## src/rtl/game_state_control_if.sv

```systemverilog
// Signal bundle between the cursor/click input path and the game state sequencer.
// The sequencer sits on the slave side and the input path sits on the master side.
interface game_state_control_if #(
  parameter int OUT_WIDTH = 8
);
  logic                 click;
  logic                 base1_nuked;
  logic                 base2_nuked;
  logic                 base3_nuked;
  logic [OUT_WIDTH-1:0] killcount;
  logic                 game_rst;
  logic                 game_run;
  logic [1:0]           state;
  logic [2:0]           level;
  logic [1:0]           bases_left;

  modport master (
    output click, base1_nuked, base2_nuked, base3_nuked, killcount,
    input  game_rst, game_run, state, level, bases_left
  );

  modport slave (
    input  click, base1_nuked, base2_nuked, base3_nuked, killcount,
    output game_rst, game_run, state, level, bases_left
  );
endinterface

```

## src/rtl/game_state_control.sv

```systemverilog
// Game-wide sequencer: title, field clear, play and game over.
// It gates the game datapath, latches lost bases and steps the difficulty level.
module game_state_control #(
  parameter int OUT_WIDTH       = 8,
  parameter int KILLS_PER_LEVEL = 10,
  parameter int MAX_LEVEL       = 7,
  parameter int CLEAR_CYCLES    = 16,
  parameter int GAMEOVER_HOLD   = 200_000_000
) (
  input logic                  clk,
  input logic                  rst,
  game_state_control_if.slave  bus
);

  typedef enum logic [1:0] {
    TITLE = 2'd0,
    CLEAR = 2'd1,
    PLAY  = 2'd2,
    OVER  = 2'd3
  } state_t;

  // One counter serves both the CLEAR duration and the OVER hold time.
  localparam int CNT_MAX = (GAMEOVER_HOLD > CLEAR_CYCLES) ? GAMEOVER_HOLD : CLEAR_CYCLES;
  localparam int CW      = $clog2(CNT_MAX + 1);

  localparam logic [CW-1:0]      CLEAR_LAST = CW'(CLEAR_CYCLES - 1);
  localparam logic [CW-1:0]      HOLD_DONE  = CW'(GAMEOVER_HOLD);
  localparam logic [OUT_WIDTH:0] KPL        = (OUT_WIDTH + 1)'(KILLS_PER_LEVEL);
  localparam logic [2:0]         LVL_MAX    = 3'(MAX_LEVEL);

  state_t               cur, nxt;
  logic                 click_d;
  logic                 click_edge;
  logic [CW-1:0]        cnt, cnt_nxt;
  logic [2:0]           lost, lost_nxt;
  logic [2:0]           level_q, level_nxt;
  logic [OUT_WIDTH:0]   threshold, threshold_nxt;
  logic [1:0]           lost_cnt;
  logic                 game_rst_nxt, game_run_nxt;
  logic [1:0]           bases_left_nxt;
  logic                 game_rst_q, game_run_q;
  logic [1:0]           bases_left_q;

  assign click_edge = bus.click & ~click_d;

  always_ff @(posedge clk) begin
    if (rst) begin
      cur <= TITLE;
    end else begin
      cur <= nxt;
    end
  end

  always_comb begin
    nxt = cur;
    case (cur)
      TITLE: if (click_edge) nxt = CLEAR;
      CLEAR: if (cnt == CLEAR_LAST) nxt = PLAY;
      PLAY:  if (lost_nxt == 3'b111) nxt = OVER;
      OVER:  if ((cnt == HOLD_DONE) && click_edge) nxt = TITLE;
      default: nxt = TITLE;
    endcase
  end

  // Game over takes priority over a level step landing in the same cycle.
  always_comb begin
    cnt_nxt       = cnt;
    lost_nxt      = lost;
    level_nxt     = level_q;
    threshold_nxt = threshold;
    case (cur)
      TITLE: begin
        if (click_edge) begin
          cnt_nxt       = '0;
          lost_nxt      = 3'b000;
          level_nxt     = 3'd0;
          threshold_nxt = KPL;
        end
      end
      CLEAR: begin
        cnt_nxt = (cnt == CLEAR_LAST) ? '0 : cnt + 1'b1;
      end
      PLAY: begin
        lost_nxt = lost | {bus.base3_nuked, bus.base2_nuked, bus.base1_nuked};
        if (lost_nxt == 3'b111) begin
          cnt_nxt = '0;
        end else if (({1'b0, bus.killcount} >= threshold) && (level_q < LVL_MAX)) begin
          level_nxt     = level_q + 3'd1;
          threshold_nxt = threshold + KPL;
        end
      end
      OVER: begin
        if (cnt != HOLD_DONE) cnt_nxt = cnt + 1'b1;
      end
      default: ;
    endcase
  end

  always_comb begin
    lost_cnt       = {1'b0, lost_nxt[0]} + {1'b0, lost_nxt[1]} + {1'b0, lost_nxt[2]};
    bases_left_nxt = 2'd3 - lost_cnt;
    game_rst_nxt   = (nxt == TITLE) || (nxt == CLEAR);
    game_run_nxt   = (nxt == PLAY);
  end

  always_ff @(posedge clk) begin
    if (rst) begin
      click_d      <= 1'b1;
      cnt          <= '0;
      lost         <= 3'b000;
      level_q      <= 3'd0;
      threshold    <= KPL;
      game_rst_q   <= 1'b1;
      game_run_q   <= 1'b0;
      bases_left_q <= 2'd3;
    end else begin
      click_d      <= bus.click;
      cnt          <= cnt_nxt;
      lost         <= lost_nxt;
      level_q      <= level_nxt;
      threshold    <= threshold_nxt;
      game_rst_q   <= game_rst_nxt;
      game_run_q   <= game_run_nxt;
      bases_left_q <= bases_left_nxt;
    end
  end

  assign bus.state      = cur;
  assign bus.level      = level_q;
  assign bus.game_rst   = game_rst_q;
  assign bus.game_run   = game_run_q;
  assign bus.bases_left = bases_left_q;

endmodule

```

## src/flat_wrapper.sv

```systemverilog
// flat-port wrapper written by rule: the top's interface ports become plain ports
module game_state_control_flat 
#(
  parameter int OUT_WIDTH       = 8,
  parameter int KILLS_PER_LEVEL = 10,
  parameter int MAX_LEVEL       = 7,
  parameter int CLEAR_CYCLES    = 16,
  parameter int GAMEOVER_HOLD   = 200_000_000
)
  (clk, rst, bus_click, bus_base1_nuked, bus_base2_nuked, bus_base3_nuked, bus_killcount, bus_game_rst, bus_game_run, bus_state, bus_level, bus_bases_left);
  game_state_control_if #(.OUT_WIDTH(OUT_WIDTH)) bus_i ();
  input logic clk;
  input logic rst;
  input wire logic [$bits(bus_i.click)-1:0] bus_click;
  input wire logic [$bits(bus_i.base1_nuked)-1:0] bus_base1_nuked;
  input wire logic [$bits(bus_i.base2_nuked)-1:0] bus_base2_nuked;
  input wire logic [$bits(bus_i.base3_nuked)-1:0] bus_base3_nuked;
  input wire logic [$bits(bus_i.killcount)-1:0] bus_killcount;
  output wire logic [$bits(bus_i.game_rst)-1:0] bus_game_rst;
  output wire logic [$bits(bus_i.game_run)-1:0] bus_game_run;
  output wire logic [$bits(bus_i.state)-1:0] bus_state;
  output wire logic [$bits(bus_i.level)-1:0] bus_level;
  output wire logic [$bits(bus_i.bases_left)-1:0] bus_bases_left;
  assign bus_i.click = bus_click;
  assign bus_i.base1_nuked = bus_base1_nuked;
  assign bus_i.base2_nuked = bus_base2_nuked;
  assign bus_i.base3_nuked = bus_base3_nuked;
  assign bus_i.killcount = bus_killcount;
  assign bus_game_rst = bus_i.game_rst;
  assign bus_game_run = bus_i.game_run;
  assign bus_state = bus_i.state;
  assign bus_level = bus_i.level;
  assign bus_bases_left = bus_i.bases_left;
  game_state_control #(.OUT_WIDTH(OUT_WIDTH), .KILLS_PER_LEVEL(KILLS_PER_LEVEL), .MAX_LEVEL(MAX_LEVEL), .CLEAR_CYCLES(CLEAR_CYCLES), .GAMEOVER_HOLD(GAMEOVER_HOLD)) u_core (.clk(clk), .rst(rst), .bus(bus_i));
endmodule
```

## config.mk

```make
export PLATFORM = sky130hd
export DESIGN_NAME = game_state_control_flat
export DESIGN_NICKNAME = d
export VERILOG_FILES = /design/src/rtl/game_state_control_if.sv /design/src/rtl/game_state_control.sv /design/src/flat_wrapper.sv
export SDC_FILE = /design/constraint.sdc
export NUM_CORES = 1
export LEC_CHECK = 0
export ABC_AREA = 1
export BUFFER_PORTS_ARGS = -buffer_cell sky130_fd_sc_hd__buf_2
export CORE_ASPECT_RATIO = 0.8
export CORE_MARGIN = 1.5
export CORE_UTILIZATION = 40
export DETAILED_ROUTE_END_ITERATION = 8
export PLACE_DENSITY_LB_ADDON = 0.08
export SETUP_SLACK_MARGIN = 0.05
export SLEW_MARGIN = 25
export SYNTH_ARGS = -nofsm -noshare
export SYNTH_HDL_FRONTEND = slang
export SYNTH_SLANG_ARGS = --single-unit
```

## constraint.sdc

```tcl
create_clock -name clk -period 2.85 [get_ports clk]
set_input_delay 0.7125 -clock clk [delete_from_list [all_inputs] [get_ports clk]]
set_output_delay 0.7125 -clock clk [all_outputs]
set_load 0.02 [all_outputs]
```

==> run metrics <==
TNS Setup 0 ns; Comb pwr share 19.4%; clock root buffer clkbuf_8; TritonCTS clock tree done; ANT nets after route 0; RSZ-0062 raised after global routing no; worst vdd rail ir drop approximately 290 uV; syn_area_per_cell approximately 6.3 sq um; DR iter-0 viols approximately 160; WHS Endpoint u_core.threshold[3]; maxcap violations 0; CP cell instances ha_1 -> nand2_1 -> nor2_4 -> nand3_1 -> nor2_1 -> nand2_1 -> nand2_1 -> nand2_1 -> o21ai_1 -> nor2_1; CP endpoint kind flip-flop; vias in the first global route just under 3000; power density cells 395 nW/um^2; Initial Util 41.7%; internal power ~0.00095 W; Core Region roughly 8000 sq um; CTS Hold Bufs 0; initial antenna violation count 0; clock group share of total power ~30%; reg2reg path depth 10; Slew Viols, Final 0; most common cell after layout, fill and taps aside nand2_1; area grow syn2layout 7.60%; yosys warns 0; Tcrit/Tclk final between 70% and 80%; maximum buffer depth of the clock tree 2; hold crit path type reg2reg; crit-path most repeated cell nand2_1; fmax between 0.4 and 0.5 GHz; gr ovfl total 0; IO Port Bufs 21; CTS buffer count 5; sequential cell area fraction in the yosys report just under 30%; vias between 3000 and 4000; hold_sp u_core.threshold[3]; die width ~110 um; slew at the pin closest to its max-slew limit between 0.6 and 0.7 ns; # rows 29; H-tree depth 2; drt drc 0; Net Count, Synth around 560; Top delay family on crit path simple AND/OR/NAND/NOR gates; WL/cell approximately 13 um; Multi-input gate area 2100 sq um; Sink Count between 40 and 50; largest fanout on the critical path 6; Finished Core Util between 40% and 50%; Reg2Reg Setup Slack ~0.66 ns; most frequent cells in the layout nand2_1 (162), nor2_1 (87), dfxtp_1 (49); register share of total power about half; status completed; max incr delay on CP 0.50 ns; drt pass-1 iters 5; Setup CP Type reg2reg; Post-Syn Area 3360 sq um; Vias/cell ~5; register area 981 sq um; crit path DAT ~2.4 ns; Hold Crit Depth 2; chip height approximately 85 um; CP max-delay cell dfxtp_1; critical path depth 10; share of cells above drive strength 1 between 10 and 15%; leading area contributor after synthesis dfxtp_1; Clock transition at path regs approximately 0.10 ns; worst setup path start u_core.cnt[0]; first-pass GRT wire length 14600 um; Final Hold Fails 0; die area ~9000 sq um; share of the synthesized area in the top cell type 29.2%; Post-CTS Resized 0; switching part of the total between 30% and 40%; Mapped Cells around 530; Ant. Diodes 0; switching power approximately 0.00047 W; Startpoint Class flip-flop; reg-to-reg startpoint u_core.cnt[0]; Pleak roughly 1.5 nW; DP Wirelength 6620 um; postcts setup bufs 0; reg2reg end u_core.cnt[23]; Total GRT Usage between 20 and 25%; RePlAce Congestion about 0.9; final setup vio count 0; number of distinct library cells after synthesis 35; DRT Wirelength 8730 um; Synth area leaders dfxtp_1 (29%), nand2_1 (18%), nor2_1 (9.7%); Clock Skew just under 0.005 ns; pin count of the biggest net entering global routing 33; Critical path buffers and inverters 0; normalized max-slew margin a little over half; #FFs+latches synth 49; fin crit period approximately 2.2 ns; Final #Nets roughly 570; Layout fillers between 800 and 900; I/O Pins 23; Clk Latency, worst-skew pair around 0.31 ns; critical path required time just over 3 ns
==> state kept, by name, indices dropped and copies added, names as in the netlist <==
signal                 flops
u_core.click_d             1
u_core.cnt                28
u_core.lost                3
u_core.bus.state           2
u_core.bus.bases_left      2
u_core.bus.game_rst        1
u_core.bus.game_run        1
u_core.threshold           8
u_core.bus.level           3
==> cells by family after synthesis <==
logic type | after synthesis | synth area share (%)
AND/OR/NAND/NOR | 323 | 41.3
XOR/XNOR | 14 | 3.65
flip-flops | 49 | 29.2
AO/OA/AOI/OAI | 71 | 12.9
buffers and inverters | 63 | 8.27
adder cells (fa/ha/maj) | 12 | 4.69
==> worst register-to-register path, delay by kind of cell (launching register included) <==
family,cells,cell delay (ns)
and+or+nand+nor,8,0.94
DFF,1,0.50
adders and majority gates,1,0.39
AOI/OAI and AO/OA,1,0.24
==> cells in the mapped netlist <==
cell type	count
inv_1	41
a21oi_2	6
nand4_1	8
buf_2	4
xor2_1	11
dfxtp_1	49
fa_1	1
nor3_1	1
buf_4	1
nand3_2	1
nor2_2	5
o21ai_1	5
a21oi_1	31
xnor2_1	3
o21bai_1	12
and3_4	1
nor2_1	87
buf_6	4
a22oi_1	2
nand3_1	43
or2_2	2
nand4_2	1
o21ai_0	6
nand2_1	162
inv_4	1
nor2_4	3
a31oi_1	2
clkbuf_1	6
a21boi_1	1
inv_2	6
nand2_2	6
ha_1	11
a21o_1	2
nand2_4	3
o211ai_1	4
==> metrics by stage <==
step                std cells  area [sq um]  setup slack [ns]  power, W  hold WS [ns]
floorplan                 532          3360             0.789  0.000968         0.450
global placement          649          3530             0.530   0.00102         0.467
detailed placement        649          3530             0.523   0.00102         0.473
CTS                       657          3610             0.700   0.00145         0.490
global route              657          3610             0.494   0.00151         0.529
finish                    657          3610             0.657   0.00143         0.484
==> power by group through the flow <==
stage	sequential [W]	combinational (W)	clock (W)
floorplan	0.000753	0.000215	0
CTS	0.000728	0.000280	0.000442
detailed placement	0.000743	0.000280	0
global placement	0.000743	0.000279	0
finish	0.000728	0.000278	0.000423
global route	0.000731	0.000316	0.000468
==> metal layers <==
layer,up-vias,part of all wire [%],track usage (%)
li1,1732,-,-
met1,1477,55,32.2
met2,77,38,28.6
met3,9,5.5,3.84
met4,0,0.54,3.11
met5,-,0,0
==> layout make-up <==
class / count / area share (%)
tap: 108 / 3.74
timing repair buffer: 24 / 3.53
multi-input combinational: 420 / 58.1
sequential: 49 / 27.1
inverter: 48 / 5.05
clock inverter: 2 / 0.415
clock buffer: 6 / 2.01
==> worst max path at each step <==
stage,to,slack [ns]
after floorplan,u_core.bus.bases_left[0],0.79
after global placement,u_core.bus.bases_left[0],0.53
after detailed placement,u_core.bus.bases_left[0],0.52
after CTS,u_core.cnt[23],0.70
after global routing,u_core.cnt[2],0.49
final,u_core.cnt[23],0.66
(Power assumes the default switching activity.)
